--- src/rtl/clk_gate_en_ctrl.sv ---
// Enable/test-enable controller for a single clock-gating cell: gates the
// module clock after a programmable idle interval, restores it on activity.
module clk_gate_en_ctrl #(
  parameter int unsigned IDLE_CYCLES = 16,
  parameter int unsigned WAKE_CYCLES = 2,
  parameter int unsigned CNT_W       = 5
) (
  input  logic forever_cpuclk,
  input  logic cpurst_b,
  input  logic module_busy,
  input  logic wake_req,
  input  logic sleep_req,
  input  logic pad_yy_gate_clk_en_b,
  input  logic pad_yy_test_mode,
  output logic clk_en,
  output logic clk_te,
  output logic sleep_ack,
  output logic wake_done,
  output logic gated
);

  localparam logic [CNT_W-1:0] IDLE_LAST = CNT_W'(IDLE_CYCLES - 1);
  localparam logic [CNT_W-1:0] WAKE_LAST = CNT_W'(WAKE_CYCLES - 1);
  localparam logic [CNT_W-1:0] CNT_MAX   = '1;

  typedef enum logic [1:0] {
    S_RUN   = 2'd0,
    S_IDLE  = 2'd1,
    S_GATED = 2'd2,
    S_WAKE  = 2'd3
  } state_e;

  state_e           state_q, state_d;
  logic [CNT_W-1:0] cnt_q, cnt_d;
  logic             clk_en_q, clk_en_d;
  logic             sleep_ack_q, sleep_ack_d;
  logic             wake_done_q, wake_done_d;
  logic             gated_q, gated_d;
  logic             wake_c;

  assign wake_c = module_busy | wake_req | pad_yy_gate_clk_en_b;

  // Saturating increment: the shared counter never wraps.
  function automatic logic [CNT_W-1:0] sat_inc(input logic [CNT_W-1:0] v);
    return (v == CNT_MAX) ? v : v + CNT_W'(1);
  endfunction

  // Next-state and next-output decode; every output is taken from the next
  // state so the gating cell sees a pure flop output.
  always_comb begin
    state_d = state_q;
    cnt_d   = cnt_q;
    unique case (state_q)
      S_RUN: begin
        cnt_d = '0;
        if (!wake_c) state_d = S_IDLE;
      end
      S_IDLE: begin
        if (wake_c) begin
          state_d = S_RUN;
          cnt_d   = '0;
        end else if (cnt_q == IDLE_LAST) begin
          state_d = S_GATED;
          cnt_d   = '0;
        end else begin
          cnt_d = sat_inc(cnt_q);
        end
      end
      S_GATED: begin
        if (wake_c) begin
          state_d = S_WAKE;
          cnt_d   = '0;
        end
      end
      S_WAKE: begin
        if (cnt_q == WAKE_LAST) begin
          state_d = S_RUN;
          cnt_d   = '0;
        end else begin
          cnt_d = sat_inc(cnt_q);
        end
      end
      default: begin
        state_d = S_RUN;
        cnt_d   = '0;
      end
    endcase

    clk_en_d    = (state_d != S_GATED);
    gated_d     = (state_d == S_GATED);
    sleep_ack_d = (state_d == S_GATED) & sleep_req;
    // High during the last WAKE cycle, i.e. the one that hands over to RUN.
    wake_done_d = (state_d == S_WAKE) && (cnt_d == WAKE_LAST);
  end

  always_ff @(posedge forever_cpuclk or negedge cpurst_b) begin
    if (!cpurst_b) begin
      state_q     <= S_RUN;
      cnt_q       <= '0;
      clk_en_q    <= 1'b1;
      sleep_ack_q <= 1'b0;
      wake_done_q <= 1'b0;
      gated_q     <= 1'b0;
    end else begin
      state_q     <= state_d;
      cnt_q       <= cnt_d;
      clk_en_q    <= clk_en_d;
      sleep_ack_q <= sleep_ack_d;
      wake_done_q <= wake_done_d;
      gated_q     <= gated_d;
    end
  end

  assign clk_en    = clk_en_q;
  assign sleep_ack = sleep_ack_q;
  assign wake_done = wake_done_q;
  assign gated     = gated_q;
  // Test mode forces the gating cell open with no latency.
  assign clk_te    = pad_yy_test_mode;

endmodule

--- config.mk ---
export PLATFORM = sky130hd
export DESIGN_NAME = clk_gate_en_ctrl
export DESIGN_NICKNAME = d
export VERILOG_FILES = /design/src/rtl/clk_gate_en_ctrl.sv
export SDC_FILE = /design/constraint.sdc
export NUM_CORES = 1
export LEC_CHECK = 0
export CORE_MARGIN = 2
export CORE_UTILIZATION = 53
export DETAILED_ROUTE_END_ITERATION = 12
export GPL_TIMING_DRIVEN = 0
export HOLD_SLACK_MARGIN = 0.1
export PLACE_DENSITY = 0.8
export SETUP_SLACK_MARGIN = 0.02
export SLEW_MARGIN = 0
export SYNTH_ARGS = -nofsm -noshare
export SYNTH_HDL_FRONTEND = slang
export SYNTH_SLANG_ARGS = --single-unit
--- constraint.sdc ---
create_clock -name forever_cpuclk -period 4.97 [get_ports forever_cpuclk]
set_clock_uncertainty 0.1 [all_clocks]
set_input_delay 0.7455 -clock forever_cpuclk [delete_from_list [all_inputs] [get_ports forever_cpuclk]]
set_output_delay 0.7455 -clock forever_cpuclk [all_outputs]
set_load 0.005 [all_outputs]
==> run metrics, run 1 <==
RePlAce Congestion 0.843; Hold Crit Depth 2; die area 0.00161 mm²; CTS Hold Buffers Added 0; Initial DRT Pass Iterations 4; final setup fails 0; Setup CP Type input port to register; Starting DRT DRC Count 13; Fmax 456 MHz; Port-buffer cells 10; Root Driver clkbuf_4; Longest Clk Path Bufs 2; startpoint types input port; VDD IR-drop max 0.226 mV; Die Y 40.1 µm; CTS Sinks 11; Max-slew headroom 68.2%; RSZ-0062 raised after global routing no; Wirelength per Cell 13.8 µm; minimum clock period 2.19 ns; CTS Buf Count 3; syn nets 79; largest net degree at the start of global routing 12; slowest stage delay, CP 0.43 ns; Worst-path clk slew 0.07 ns; final hold vios 0; vias in the first global route 508; worst skew pair latency 0.26 ns; Detail Placement HPWL 1060 µm; die width 40.1 µm; syn_area_per_cell 9.87 µm²; first-pass GRT wire length 2160 µm; TritonCTS clock tree built; crit path cell chain clkdlybuf4s50_1 > or3_4 > o31ai_2 > o21ai_1 > and4_1; Pwr Density 192 mW/mm²; Via density 5.68; Post-CTS Setup Inserts 0; nets@finish 94; WP data required 5.02 ns; Syn-to-layout area delta 21.0%; final period utilization 44.1%; Lkg Pwr 0.335 nW; share of cells above drive strength 1 22.6%; crit path setup slack, layout 2.78 ns; status finished clean; CP max stage cell clkdlybuf4s50_1; final setup TNS 0 ns; FF-to-FF path depth 5; initial antenna violation count 0; Synth Instances 70; Seq/Total Area, Yosys 40.0%; Routed Antenna Nets 0; Worst Path Arrival 2.24 ns; critical path peak fanout 5; # diodes 0; Initial Util 55.1%; Core ar. 0.00125 mm²; Synth cell types 35; Ys Warns 0; R2R Setup Slk 3.00 ns; worst slew pin tran 0.476 ns; Resize count post-CTS 0; Routed WL 1370 µm; critical path capture point type register; dpl ws 2.52 ns; DRC viols 0; Yosys reg bits 11; max-cap violations 0; H-tree depth 1; Via Count 562; # IOs 12; Netlist Area Pre-Place 691 µm²; Hold Path Class register to register; gr usage total 20.3%; Max Slew Vio Count 0; Rows 13; most frequent cells in the layout dfrtp_1 (10), clkdlybuf4s50_1 (10), nor2_1 (7); total gr overflow 0
==> path summary, 6_finish.rpt <==
check	start	endpoint
worst max-delay path	wake_req	wake_done$_DFF_PN0_
worst min-delay path	state_q[1]$_DFF_PN0_	state_q[1]$_DFF_PN0_
worst max register to register	cnt_q[0]$_DFF_PN0_	wake_done$_DFF_PN0_
worst min register to register	state_q[1]$_DFF_PN0_	state_q[1]$_DFF_PN0_
max in group asynchronous	cpurst_b	clk_en$_DFF_PN1_
min in group asynchronous	cpurst_b	wake_done$_DFF_PN0_
==> cells in the mapped netlist, drive strengths merged <==
master / count / area share (%)
a21boi: 1 / 1.1
a21oi: 8 / 6.9
a22o: 2 / 2.5
a2bb2oi: 1 / 2.2
a31oi: 3 / 2.7
a41oi: 1 / 1.3
and2: 1 / 0.91
and3: 1 / 1.6
and4: 1 / 1.3
buf: 3 / 3.4
dfrtp: 10 / 36
dfstp: 1 / 3.8
ha: 2 / 3.6
inv: 2 / 1.1
maj3: 1 / 1.4
nand2: 4 / 2.2
nand2b: 2 / 1.8
nand3: 2 / 2.2
nand4: 1 / 0.91
nor2: 7 / 3.8
nor3: 1 / 1.4
nor3b: 1 / 1.1
nor4b: 2 / 4.3
o21ai: 6 / 4.3
o2bb2ai: 1 / 1.3
o31ai: 1 / 1.8
or2: 2 / 2.2
or3: 2 / 2.5
==> cell families after synthesis <==
kind of cell	count (synthesis)	share of synthesized area [%]
AOI/OAI and AO/OA	24	24.1
and+or+nand+nor	27	26.3
DFF	11	40.0
adders and majority gates	3	5.07
buffers and inverters	5	4.53
==> metrics by stage <==
stage	util, %	hold WS (ns)	area (µm²)	total power, mW	std cells
after floorplan	-	0.350	691	0.0967	70
after global placement	64.6	0.516	810	0.104	95
after detailed placement	64.6	0.524	810	0.104	95
after CTS	66.7	0.540	836	0.163	99
after global routing	66.7	0.583	836	0.170	99
final	66.7	0.547	836	0.161	99
==> critical path: cells and delay by family <==
family | cells | cell delay [ns]
simple gates | 2 | 0.65
buf+inv | 1 | 0.43
compound gates | 2 | 0.41
==> per-layer routing <==
| metal | global-route usage, % | share of wire (%) | vias up |
|---|---|---|---|
| met3 | 6.67 | 4.2 | 2 |
| met1 | 24.7 | 44 | 260 |
| met5 | 0 | 0 | - |
| met2 | 35.5 | 50 | 14 |
| li1 | - | - | 286 |
| met4 | 2.59 | 1.3 | 0 |
==> area by class of cell <==
type	instances	area, µm²
sequential	11	277
clock buffer	4	26.3
buffer	3	23.8
fill	102	417
multi-input combinational	54	383
inverter	2	7.51
tap	15	18.8
timing repair buffer	10	100
==> state kept, by name (all words and copies together) (netlist names) <==
| register | count |
|---|---|
| clk_en | 1 |
| cnt_q | 5 |
| sleep_ack | 1 |
| state_q | 2 |
| gated | 1 |
| wake_done | 1 |
==> power by group <==
| part | total (mW) | internal, mW | switching, mW |
|---|---|---|---|
| combinational | 0.0117 | 0.00668 | 0.00507 |
| clock | 0.0583 | 0.0310 | 0.0273 |
| sequential | 0.0908 | 0.0899 | 0.000845 |
Note: power is estimated with default switching activity, not from simulation.
==> run 2, diff against run 1 <==
- CORE_UTILIZATION: 53 -> 45
- PLACE_DENSITY: 0.8 -> 0.72
- clock period: 4.97 -> 1.8 ns (I/O delays scaled with it)
==> run metrics, run 2 (synthesis gave the netlist of run 1 again) <==
vias in the first global route 489; WP data required 1.85 ns; Pwr Density 504 mW/mm²; initial antenna violation count 0; # diodes 0; nets@finish 96; worst skew pair latency 0.26 ns; RSZ-0062 raised after global routing no; Die Y 43.2 µm; dpl ws -0.221 ns; final cell count without fillers 102; Lkg Pwr 0.347 nW; die area 0.00186 mm²; Via Count 578; DRT met1 WL 639 µm; Worst-path clk slew 0.06 ns; top sig layer met3; Hold Path Class input port to asynchronous set/reset pin; # IOs 12; total gr overflow 0; RePlAce Congestion 0.839; Initial DRT Pass Iterations 4; sequential cell area 279 µm²; Max-slew headroom 68.6%; most frequent cells in the layout clkdlybuf4s50_1 (10), dfrtp_1 (8), nor2_1 (7); max-cap violations 0; Setup CP Type input port to register; status finished clean; Util after Layout 60.1%; Core ar. 0.00147 mm²; die width 43.2 µm; Rows 14; worst slew pin tran 0.469 ns; Max Slew Vio Count 0; crit path setup slack, layout 0.0472 ns; first-pass GRT wire length 2210 µm; area of the multi-input gates 413 µm²; final setup TNS 0 ns; Largest register FFs 5; commonest non-fill, non-tap cell in the layout clkdlybuf4s50_1; startpoint types input port; critical path capture point type register; gr usage total 16.3%; Fillers 122; largest net degree at the start of global routing 12; critical path peak fanout 5; Routed WL 1340 µm; Wirelength per Cell 13.1 µm; CTS Buf Count 3; routed length on met3 58 µm; Detail Placement HPWL 1000 µm; Initial Util 46.9%; TritonCTS clock tree built; Via density 5.67; Port-buffer cells 10; WL met2 642 µm; share of cells above drive strength 1 29.1%; minimum clock period 1.75 ns; Largest Register cnt_q; Root Driver clkbuf_4; Fmax 571 MHz; DRC viols 0; final hold vios 0; final period utilization 97.4%; VDD IR-drop max 0.415 mV; Syn-to-layout area delta 28.1%; H-tree depth 1; CTS Sinks 11; Routed Antenna Nets 0; biggest regs cnt_q (5), state_q (2); Longest Clk Path Bufs 2; Worst Path Arrival 1.81 ns; Cells after DPL 96; final setup fails 0; Starting DRT DRC Count 23
==> run 2: cell count changes in the layout (fill, tap and decap cells not counted), moves of 2 or more <==
cell	change
buf_4	+2
dfrtp_1	-2
dfrtp_2	+2
nor4b_2	-2
nor4b_4	+2
==> run 2: cell type report <==
class	count	area share (%)
flip-flops and latches	11	31.5
inverters	2	0.849
well taps	16	2.26
multi-input cells	54	46.7
plain buffers	3	2.69
clock buffers	4	2.97
repair buffers	12	13.0
==> run 2: timing repair <==
item                                    4_1_cts  5_1_grt
hold buffers                                  0        0
pin swaps                                     0        1
buffers inserted                              1        1
cloned                                        0        0
endpoints found under the setup margin        4        1
gates resized for setup                       5        2
==> run 2: layer usage <==
layer / global-route usage [%] / vias up
li1: - / 295
met1: 20.6 / 271
met2: 25.1 / 12
met3: 7.66 / 0
met4: 3.64 / 0
met5: 0 / -
==> run 2: power breakdown <==
part           switching, mW  internal, mW
Combinational         0.0151        0.0196
Sequential           0.00203         0.248
Clock                 0.0752        0.0857
==> run 2: worst max-delay path, stage by stage <==
cell	delay, ns
clkdlybuf4s50_1	0.43
or3_4	0.44
o31ai_2	0.35
o21ai_1	0.11
and4_1	0.21
==> run 2: path summary, 6_finish.rpt <==
| path | start | slack (ns) | depth (start not counted) | to |
|---|---|---|---|---|
| max | wake_req | 0.05 | 5 | wake_done$_DFF_PN0_ |
| min in group forever_cpuclk | sleep_req | 0.46 | 2 | sleep_ack$_DFF_PN0_ |
| max reg2reg | cnt_q[1]$_DFF_PN0_ | 0.11 | 7 | wake_done$_DFF_PN0_ |
| max in group asynchronous | cpurst_b | 1.03 | 1 | clk_en$_DFF_PN1_ |
| min reg2reg | cnt_q[1]$_DFF_PN0_ | 0.51 | 1 | cnt_q[1]$_DFF_PN0_ |
| min | cpurst_b | 0.23 | 1 | cnt_q[2]$_DFF_PN0_ |
==> run 2: per-stage QoR <==
stage | power (mW) | hold WS (ns) | cell area [µm²]
5_1_grt | 0.469 | 0.260 | 885
4_1_cts | 0.455 | 0.235 | 868
6_report | 0.446 | 0.227 | 885
3_5_place_dp | 0.288 | 0.520 | 811
2_1_floorplan | 0.267 | -0.126 | 691
3_3_place_gp | 0.288 | 0.510 | 811
==> run 3, diff against run 2 <==
--- a/config.mk
+++ b/config.mk
@@ -9,2 +9,3 @@
 export CORE_UTILIZATION = 45
+export CTS_CLUSTER_DIAMETER = 30
 export DETAILED_ROUTE_END_ITERATION = 12
--- a/constraint.sdc
+++ b/constraint.sdc
@@ -4,2 +4,2 @@
 set_output_delay 0.27 -clock forever_cpuclk [all_outputs]
-set_load 0.005 [all_outputs]
+set_load 0.1 [all_outputs]
==> run metrics, run 3 (synthesis gave the netlist of run 1 again) <==
Routed Antenna Nets 0; Routed WL 1340 µm; worst skew pair latency 0.26 ns; Via density 5.67; area of the multi-input gates 413 µm²; Wirelength per Cell 13.1 µm; die width 43.2 µm; # diodes 0; Pwr Density 511 mW/mm²; minimum clock period 1.75 ns; H-tree depth 1; Largest Register cnt_q; Via Count 578; RSZ-0062 raised after global routing no; R2R Setup Slk 0.11 ns; critical path capture point type register; sequential cell area 279 µm²; initial antenna violation count 0; reg-to-reg startpoint cnt_q[1]$_DFF_PN0_; Hold WS 0.227 ns; Max-slew headroom 36.6%; worst slew pin tran 0.955 ns; Die Y 43.2 µm; Largest register FFs 5; first-pass GRT wire length 2210 µm; vias in the first global route 489; startpoint types input port; CTS Buf Count 3; Initial Util 46.9%; commonest non-fill, non-tap cell in the layout dfrtp_1; max-cap violations 0; TritonCTS clock tree built; Syn-to-layout area delta 28.6%; crit path setup slack, layout 0.0472 ns; most frequent cells in the layout dfrtp_1 (8), nor2_1 (7), a21oi_1 (6); Worst Path Arrival 1.81 ns; final period utilization 97.4%; WP data required 1.85 ns; final setup fails 0; critical path peak fanout 5; biggest regs cnt_q (5), state_q (2); DRC viols 0; nets@finish 96; dpl ws -0.221 ns; Pwr Total 454 µW; Detail Placement HPWL 1000 µm; total gr overflow 0; Rows 14; final hold vios 0; CTS Sinks 11; Longest Clk Path Bufs 2; status finished clean; Starting DRT DRC Count 23; Lkg Pwr 0.351 nW; die area 0.00186 mm²; Initial DRT Pass Iterations 4; Worst-path clk slew 0.06 ns; Core ar. 0.00147 mm²; Fillers 120; FF-to-FF End wake_done$_DFF_PN0_; Max Slew Vio Count 0; VDD IR-drop max 0.448 mV; Setup CP Type input port to register; gr usage total 16.3%; # IOs 12; Root Driver clkbuf_4; CTS Hold Buffers Added 0; Port-buffer cells 10; FF-to-FF path depth 7; Fmax 571 MHz; Hold Path Class input port to asynchronous set/reset pin; RePlAce Congestion 0.839; largest net degree at the start of global routing 12; share of cells above drive strength 1 33.7%
run 3: cell count changes in the layout (fill, tap and decap cells not counted):
| cell | previous run | this run |
|---|---|---|
| dlygate4sd2_1 | 0 | 1 |
| clkdlybuf4s15_2 | 0 | 4 |
| clkdlybuf4s50_1 | 10 | 5 |
run 3: power breakdown:
| part | leakage (nW) | internal, mW | total [mW] | switching [mW] |
|---|---|---|---|---|
| Combinational | 0.189 | 0.0188 | 0.0424 | 0.0236 |
| Sequential | 0.146 | 0.248 | 0.250 | 0.00203 |
| Clock | 0.0150 | 0.0857 | 0.161 | 0.0751 |
| Total | 0.351 | 0.353 | 0.454 | 0.101 |
run 3: repair_timing:
action,4_1_cts,5_1_grt
buffers inserted,1,1
pin swaps,0,1
hold endpoints to repair,0,0
setup endpoints to repair,9,1
resized for setup,18,2
run 3: worst max path at each step:
stage / start / to / cells past startpoint
final: wake_req / wake_done$_DFF_PN0_ / 5
after global routing: cnt_q[1]$_DFF_PN0_ / wake_done$_DFF_PN0_ / 7
after CTS: cnt_q[1]$_DFF_PN0_ / wake_done$_DFF_PN0_ / 7
after detailed placement: wake_req / wake_done$_DFF_PN0_ / 5
after global placement: wake_req / wake_done$_DFF_PN0_ / 5
after floorplan: cnt_q[0]$_DFF_PN0_ / wake_done$_DFF_PN0_ / 5
run 3: per-layer routing:
metal  global-route usage [%]  wire length [µm]
met5                        0                 0
met4                     3.64                 0
met3                     7.66                58
met2                     25.1               641
met1                     20.6               638
run 3: layout make-up:
cell class,instances,share of cell area (%)
timing repair buffer,12,13.4
multi-input combinational,54,46.5
inverter,2,0.845
clock buffer,4,2.96
buffer,3,2.68
tap,16,2.25
sequential,11,31.4
run 3: critical path, cell delays in order:
cell             delay [ns]
clkdlybuf4s50_1        0.43
or3_4                  0.44
o31ai_2                0.35
o21ai_1                0.11
and4_1                 0.21
run 3: stage by stage:
| step | cell area [µm²] | TNS [ns] | std cells | utilization, % |
|---|---|---|---|---|
| final | 888 | 0 | 102 | 60.4 |
| after global routing | 888 | 0 | 102 | 60.4 |
| after CTS | 872 | 0 | 101 | 59.3 |
| after detailed placement | 811 | -0.559 | 96 | 55.1 |
| after global placement | 811 | -0.460 | 96 | 55.1 |
| after floorplan | 691 | 0 | 70 | - |
